**src/rtl/ledger_writer.sv**
```systemverilog
// ledger_writer: moves `amount` from one ledger word to another through a
// single-port synchronous-read memory, with funds, overflow and self-transfer
// checks. A transfer is read-src, read-dst, check, write-src, write-dst, done.
//
// Optional feature: define LEDGER_SATURATE_EN to make destination overflow
// saturate at 255 (transfer still completes, status 10) instead of aborting.
//
// Ports:
//   CLOCK_50            clock, rising edge
//   reset               asynchronous active-high reset
//   start               transfer request, sampled only when idle
//   src_idx, dst_idx    sender / receiver ledger indices
//   amount              unsigned transfer value
//   mem_addr/re/we/wdata ledger memory request (registered)
//   mem_rdata           ledger word, valid the cycle after mem_re; [11:8] tag, [7:0] balance
//   busy                high in every non-idle state
//   done                one-cycle completion pulse
//   status              00 ok, 01 insufficient funds, 10 overflow, 11 self-transfer
module ledger_writer #(
  parameter int unsigned ADDR_W = 3
) (
  input  logic              CLOCK_50,
  input  logic              reset,
  input  logic              start,
  input  logic [ADDR_W-1:0] src_idx,
  input  logic [ADDR_W-1:0] dst_idx,
  input  logic [7:0]        amount,
  output logic [ADDR_W-1:0] mem_addr,
  output logic              mem_re,
  output logic              mem_we,
  output logic [11:0]       mem_wdata,
  input  logic [11:0]       mem_rdata,
  output logic              busy,
  output logic              done,
  output logic [1:0]        status
);

  typedef enum logic [2:0] {
    StIdle,
    StRdSrc,
    StRdDst,
    StCheck,
    StWrSrc,
    StWrDst,
    StDone
  } state_t;

  state_t            state;
  logic [ADDR_W-1:0] src_q;
  logic [ADDR_W-1:0] dst_q;
  logic [7:0]        amt_q;
  logic [11:0]       src_word;
  logic [3:0]        dst_tag;
  logic [7:0]        dst_bal_new;

  // Destination balance plus amount, carry in bit 8 flags overflow.
  logic [8:0] dst_sum;
  assign dst_sum = {1'b0, mem_rdata[7:0]} + {1'b0, amt_q};

  // Outputs are registered: each branch sets the outputs belonging to the
  // state being entered, so they are valid for that whole state.
  always_ff @(posedge CLOCK_50 or posedge reset) begin
    if (reset) begin
      state       <= StIdle;
      src_q       <= '0;
      dst_q       <= '0;
      amt_q       <= '0;
      src_word    <= '0;
      dst_tag     <= '0;
      dst_bal_new <= '0;
      mem_addr    <= '0;
      mem_re      <= 1'b0;
      mem_we      <= 1'b0;
      mem_wdata   <= '0;
      busy        <= 1'b0;
      done        <= 1'b0;
      status      <= 2'b00;
    end else begin
      mem_re <= 1'b0;
      mem_we <= 1'b0;
      done   <= 1'b0;
      unique case (state)
        StIdle: begin
          if (start) begin
            src_q  <= src_idx;
            dst_q  <= dst_idx;
            amt_q  <= amount;
            busy   <= 1'b1;
            status <= 2'b00;
            if (src_idx == dst_idx) begin
              state  <= StDone;
              status <= 2'b11;
              done   <= 1'b1;
            end else begin
              state    <= StRdSrc;
              mem_addr <= src_idx;
              mem_re   <= 1'b1;
            end
          end
        end
        StRdSrc: begin
          state    <= StRdDst;
          mem_addr <= dst_q;
          mem_re   <= 1'b1;
        end
        StRdDst: begin
          // Read data for the source request arrives now.
          src_word <= mem_rdata;
          state    <= StCheck;
        end
        StCheck: begin
          dst_tag <= mem_rdata[11:8];
          if (src_word[7:0] < amt_q) begin
            status <= 2'b01;
            state  <= StDone;
            done   <= 1'b1;
          end else if (dst_sum[8]) begin
            status <= 2'b10;
`ifdef LEDGER_SATURATE_EN
            dst_bal_new <= 8'hff;
            state       <= StWrSrc;
            mem_we      <= 1'b1;
            mem_addr    <= src_q;
            mem_wdata   <= {src_word[11:8], src_word[7:0] - amt_q};
`else
            state <= StDone;
            done  <= 1'b1;
`endif
          end else begin
            dst_bal_new <= dst_sum[7:0];
            state       <= StWrSrc;
            mem_we      <= 1'b1;
            mem_addr    <= src_q;
            mem_wdata   <= {src_word[11:8], src_word[7:0] - amt_q};
          end
        end
        StWrSrc: begin
          state     <= StWrDst;
          mem_we    <= 1'b1;
          mem_addr  <= dst_q;
          mem_wdata <= {dst_tag, dst_bal_new};
        end
        StWrDst: begin
          state <= StDone;
          done  <= 1'b1;
        end
        StDone: begin
          state <= StIdle;
          busy  <= 1'b0;
        end
        default: begin
          state <= StIdle;
          busy  <= 1'b0;
        end
      endcase
    end
  end

endmodule
```
**config.mk**
```make
export PLATFORM = sky130hd
export DESIGN_NAME = ledger_writer
export DESIGN_NICKNAME = d
export VERILOG_FILES = /design/src/rtl/ledger_writer.sv
export SDC_FILE = /design/constraint.sdc
export NUM_CORES = 1
export LEC_CHECK = 0
export BUFFER_PORTS_ARGS = -buffer_cell sky130_fd_sc_hd__buf_2
export CAP_MARGIN = 20
export CELL_PAD_IN_SITES_DETAIL_PLACEMENT = 1
export CELL_PAD_IN_SITES_GLOBAL_PLACEMENT = 1
export CORE_ASPECT_RATIO = 1.1
export CORE_MARGIN = 3
export CORE_UTILIZATION = 40
export DETAILED_ROUTE_END_ITERATION = 10
export GPL_TIMING_DRIVEN = 0
export PLACE_DENSITY = 0.72
export SYNTH_ARGS = -nofsm -noshare
export SYNTH_HDL_FRONTEND = slang
export SYNTH_SLANG_ARGS = --single-unit
```
**constraint.sdc**
```tcl
create_clock -name CLOCK_50 -period 3.15 [get_ports CLOCK_50]
set_input_delay 0.1575 -clock CLOCK_50 [delete_from_list [all_inputs] [get_ports CLOCK_50]]
set_output_delay 0.1575 -clock CLOCK_50 [all_outputs]
set_load 0.01 [all_outputs]
```
==> impl_metrics.ini, run 1 <==
[run_status]
outcome = complete, no violations

[global_routing]
overflow = 0
globalRouteTotalUtil_pct = 18.81
grt_pass1_wl_um = 13580
grt_max_degree = 39
grt_pass1_vias = 2768
antenna_found_initial = 0

[job]
maxCapViolCount = 0

[routing]
post-route-drc-count = 0
viasPerCell = 5.247
drtPass1Iterations = 6
postRouteWirelength_um = 8194
wire_per_inst_um = 16.62
drt-initial-drc-count = 94
vias = 2587
ant_nets = 0

[die]
coreArea_um2 = 7680
die-width_um = 92
die_y_um = 100.6
dieArea_um2 = 9255
ioPinCount = 50
start_util_pct = 42.38
num_rows = 33

[cells_and_area]
finalNetCount = 430
final_cell_mix = 62 x dfrtp_1, 54 x buf_2, 39 x nand2_1, 21 x a21oi_1
syn_to_final_growth_pct = 19.53
diodes = 0
layout_commonest_cell = dfrtp_1
final_area_um2 = 3890
drive_gt1_share_pct = 26.55
final_util_pct = 50.65

[sta]
slew_viol_final = 0
setup_tns_ns = 0
slew_headroom_pct = 58.65
worst_pin_slew_ns = 0.6180
whs_ns = 0.008294
period_needed_ns = 2.584
hold_violations = 0
fin_crit_sh_pct = 82.02
skew_ns = 0.01061
max_freq_mhz = 387.0
setup-violations-final = 0
rsz0062_at_grt = false

[synthesis]
ys_seq_area_share_pct = 47.67
async_flop_share_pct = 100.0
synth_nets = 368
synth_cells = 321
ys_seq_elements = 62
synth_edf_count = 0
synth-main-ff-cell = dfrtp_1
yosysWarnings = 0
synth_cell_types = 45
syn_area_um2 = 3254
syn-mean-instance-area_um2 = 10.14

[clock_tree]
insertion_delay_ns = 0.35
clkTransAtPathRegs_ns = 0.08
cts_tree = built
cts_setup_buffers = 0
clk_path_buf_depth = 2
htree_levels = 3
clockRootBuffer = clkbuf_8
cts_sinks = 62
numCtsBuffers = 9

[worst_setup_path]
slowest_delay_ns = 0.41
end_kind = register
critPathKind = reg -> reg
startpoint_type = register
cp.arrival_ns = 2.81
critPathSlowestCell = dfrtp_1
cp.required_ns = 3.38
crit_path_cell_trace = ha_1 -> fa_1 -> nand2b_1 -> a211oi_1 -> o221ai_2 -> buf_2 -> nand3_1 -> o21ai_0 -> a221o_1
crit_fanout = 10
cp_num_buf_inv = 1
cp_top_family = compound AO/OA/AOI/OAI gates

[power]
p_int_mw = 2.747
vdd_ir_drop_max_uv = 512.4
p_leak_nw = 1.824
p_switching_mw = 1.980
netSwitchingFraction_pct = 41.89
pwr_density_cell_nw_per_um2 = 1215
clockPowerShare_pct = 17.3
combPwrFrac_pct = 52.4
seqPwrFrac_pct = 30.3

[placed_design]
io_buffers = 49
post_dp_cell_area_um2 = 3651
gp_congestion = 0.7674
dp_hpwl_um = 6112

[hold_path]
hold_class = in -> reg
logic make-up after synthesis:
group	share of synthesized area, %
multiplexers	7.613
adder cells (fa/ha/maj)	7.382
XOR/XNOR	3.768
buffers and inverters	3.998
flip-flops	47.67
AO/OA/AOI/OAI	17.22
AND/OR/NAND/NOR	12.34
stage by stage:
| step | worst slack, ns | total power [mW] | instances |
|---|---|---|---|
| floorplan | 0.8934 | 3.223 | 321 |
| global placement | 0.5792 | 3.833 | 475 |
| detailed placement | 0.5650 | 3.918 | 476 |
| CTS | 0.5413 | 4.765 | 493 |
| global route | 0.3937 | 5.146 | 493 |
| finish | 0.5662 | 4.728 | 493 |
Yosys cell counts (5+ instances only):
| library cell | count | share of area (%) |
|---|---|---|
| dfrtp_1 | 62 | 48 |
| nand2_1 | 39 | 4.5 |
| a21oi_1 | 21 | 3.2 |
| mux2_2 | 20 | 6.9 |
| nor2_1 | 20 | 2.3 |
| inv_1 | 18 | 2.1 |
| ha_1 | 16 | 6.2 |
| o21ai_0 | 15 | 2.3 |
| o22ai_1 | 15 | 2.9 |
| o21ai_1 | 10 | 1.5 |
| xnor2_1 | 10 | 2.7 |
| a21o_1 | 7 | 1.6 |
| nand2b_1 | 7 | 1.3 |
| nand3_1 | 6 | 0.92 |
| buf_2 | 5 | 0.77 |
worst paths after layout:
kind / startpoint / to / slack [ns] / cells past startpoint
setup / recovery: amt_q[0] / mem_wdata[6] / 0.57 / 9
setup reg to reg: amt_q[0] / mem_wdata[6] / 0.57 / 9
min in group asynchronous: reset / dst_q[2] / 0.41 / 3
hold reg to reg: busy / busy / 0.48 / 1
hold / removal: mem_rdata[11] / dst_tag[3] / 0.008 / 3
max in group asynchronous: reset / dst_bal_new[4] / 2.14 / 4
power groups by stage:
stage               Sequential, mW  Clock (mW)  Combinational [mW]
detailed placement            1.45           0                2.47
global route                  1.49       0.874                2.78
global placement              1.43           0                2.40
CTS                           1.44       0.830                2.50
floorplan                     1.45           0                1.77
finish                        1.43       0.816                2.48
per-layer routing:
metal	vias up	part of all wire (%)	track usage, %
met2	47	47	31.01
met5	-	0	0
li1	1265	-	-
met4	0	1.6	8.114
met1	1265	48	24.52
met3	10	3.3	3.211
final cells by class:
cell class	count	area, um^2
Clock inverter	7	105.1
Fill cell	911	3790
Clock buffer	9	123.9
Inverter	20	75.07
Buffer	11	55.05
Timing Repair Buffer	51	275.3
Sequential cell	62	1551
Multi-Input combinational cell	228	1573
Tap cell	105	131.4
registers in the layout, indices dropped and copies added (netlist names):
signal and flops:
state 3, src_word 12, mem_wdata 12, src_q 3, mem_addr 3, busy 1, mem_we 1, amt_q 8
dst_tag 4, status 2, dst_bal_new 8, dst_q 3, done 1, mem_re 1
timing repair:
| item | in CTS | in global routing |
|---|---|---|
| resized for setup | 0 | 0 |
| endpoints found under the hold margin | 24 | 0 |
| hold buffers | 1 | 0 |
| endpoints found under the setup margin | 0 | 0 |
worst reg2reg max path, stage by stage, from the launching register on:
cell	delay [ns]
dfrtp_1	0.41
ha_1	0.24
fa_1	0.40
nand2b_1	0.22
a211oi_1	0.31
o221ai_2	0.18
buf_2	0.24
nand3_1	0.11
o21ai_0	0.10
a221o_1	0.27
No activity file was read; power rests on OpenSTA's default activity.
==> inputs of run 2 (changes only) <==
Clock period 3.15 ns to 2.6 ns, I/O delays scaled along.
==> run 2 against run 1 <==
Compared with the run above:
- maximum frequency grew 2.2%
- worst hold slack improved by 0.0037 ns
- clock power increased by 21%
- wire length is 2.9% higher
- final cell count increased by 3.0%
- global-route usage rose by 0.35 points
- first-iteration DRC count unchanged
- design area increased by 4.5%
- combinational power increased by 27%
- clock-buffer cell count stayed put
- register-to-register slack worse by 0.49 ns
- largest cell class unchanged
- highest routed layer unchanged
==> impl_metrics.ini, run 2 (synthesis results as in run 1) <==
[cells_and_area]
stdcell_count = 508
final_area_um2 = 4066
reg_top3 = mem_wdata: 12 flops, src_word: 12 flops
drive_gt1_share_pct = 27.79
nFillCells = 899
diodes = 0
finalNetCount = 445
final_cell_mix = 62 x dfrtp_1, 53 x buf_2, 39 x nand2_1, 20 x nor2_1, 20 x mux2_2
syn_to_final_growth_pct = 24.95
multi_input_area_um2 = 1603
final_util_pct = 52.95
layout_commonest_cell = dfrtp_1
seq_area_um2 = 1551

[die]
start_util_pct = 42.38
ioPinCount = 50
die-width_um = 92
num_rows = 33
dieArea_um2 = 9255
coreArea_um2 = 7680
die_y_um = 100.6

[job]
maxCapViolCount = 0

[placed_design]
gp_congestion = 0.7674
post_dp_cell_area_um2 = 3651
io_buffers = 49
dp_hpwl_um = 6112
dp_cells = 476

[sta]
max_freq_mhz = 395.6
setup-violations-final = 0
skew_ns = 0.008039
hold_violations = 0
slew_viol_final = 0
slew_headroom_pct = 57.58
whs_ns = 0.01195
fin_crit_sh_pct = 97.21
period_needed_ns = 2.528
worst_pin_slew_ns = 0.6340

[power]
combPwrFrac_pct = 53.5
clockPowerShare_pct = 16.8
netSwitchingFraction_pct = 41.88
p_int_mw = 3.406
seqPwrFrac_pct = 29.7
p_leak_nw = 1.903
p_total_mw = 5.861
vdd_ir_drop_max_uv = 625.6
p_switching_mw = 2.455
pwr_density_cell_nw_per_um2 = 1441

[routing]
ant_nets = 0
wire_per_inst_um = 16.60
vias = 2653
drtPass1Iterations = 4
post-route-drc-count = 0
viasPerCell = 5.222
postRouteWirelength_um = 8432
drt-initial-drc-count = 94

[global_routing]
antenna_found_initial = 0
globalRouteTotalUtil_pct = 19.16
overflow = 0
grt_max_degree = 39
grt_pass1_wl_um = 13860
grt_pass1_vias = 2838

[clock_tree]
insertion_delay_ns = 0.35
cts_tree = built
clk_path_buf_depth = 2
cts_sinks = 62
clkTransAtPathRegs_ns = 0.08
htree_levels = 3
numCtsBuffers = 9
clockRootBuffer = clkbuf_8

[worst_setup_path]
cp.arrival_ns = 2.72
critPathKind = reg -> reg
end_kind = register
startpoint_type = register
crit_fanout = 10
cp.required_ns = 2.80

[run_status]
outcome = complete, no violations

[hold_path]
hold_class = in -> reg
run 2: cell count changes in the layout (fill, tap and decap cells not counted), moves of 2 or more:
cell | previous run | this run
dlygate4sd3_1 | 1 | 12
buf_4 | 2 | 6
a21oi_1 | 21 | 19
a21oi_2 | 0 | 2
run 2: final cells by class:
| cell class | count | area share [%] |
|---|---|---|
| plain buffers | 11 | 1.508 |
| clock buffers | 9 | 3.046 |
| clock inverters | 7 | 2.585 |
| inverters | 20 | 1.846 |
| multi-input cells | 228 | 39.42 |
| flip-flops and latches | 62 | 38.15 |
| well taps | 105 | 3.231 |
| repair buffers | 66 | 10.22 |
run 2: timing repair:
item / in CTS / in global routing
setup endpoints to repair: 1 / 26
hold buffers: 12 / 0
endpoints found under the hold margin: 35 / 0
gates resized for setup: 1 / 10
setup buffers: 0 / 4
pin swaps: 0 / 3
run 2: metrics by stage:
stage / setup WS (ns) / setup TNS, ns
floorplan: 0.3434 / 0
global placement: 0.02923 / 0
detailed placement: 0.01498 / 0
CTS: 0.01406 / 0
global route: -0.07102 / -0.1661
finish: 0.07249 / 0
run 2: metal layers:
metal  vias up  GRT usage (%)  share of wire [%]
li1       1291              -                  -
met1      1303          24.84                 47
met2        46          31.80                 48
met3        13          3.286                3.1
met4         0          8.114                1.7
met5         -              0                  0
run 2: worst paths after layout:
check                             startpoint     endpoint  slack, ns  depth (start not counted)
worst max-delay path                amt_q[0]         done       0.07                          7
worst min register to register          busy         busy       0.48                          1
worst max register to register      amt_q[0]         done       0.07                          7
max in group asynchronous              reset  src_word[1]       1.62                          4
min in group asynchronous              reset     dst_q[2]       0.38                          3
worst min-delay path            mem_rdata[0]  src_word[0]       0.01                          3
run 2: critical path, cell delays in order (launching register included):
cell and delay (ns):
dfrtp_1 0.41, ha_1 0.22, fa_1 0.44, a21oi_2 0.19, o21ai_1 0.12, o221ai_2 0.35, clkbuf_1 0.46, o2111ai_1 0.20
run 2: power by group through the flow:
stage                     combinational (mW)  sequential [mW]  clock [mW]
after detailed placement                2.99             1.76           0
after global routing                    3.52             1.81        1.06
after global placement                  2.91             1.73           0
after floorplan                         2.14             1.76           0
final                                   3.14             1.74       0.985
after CTS                               3.05             1.74        1.01
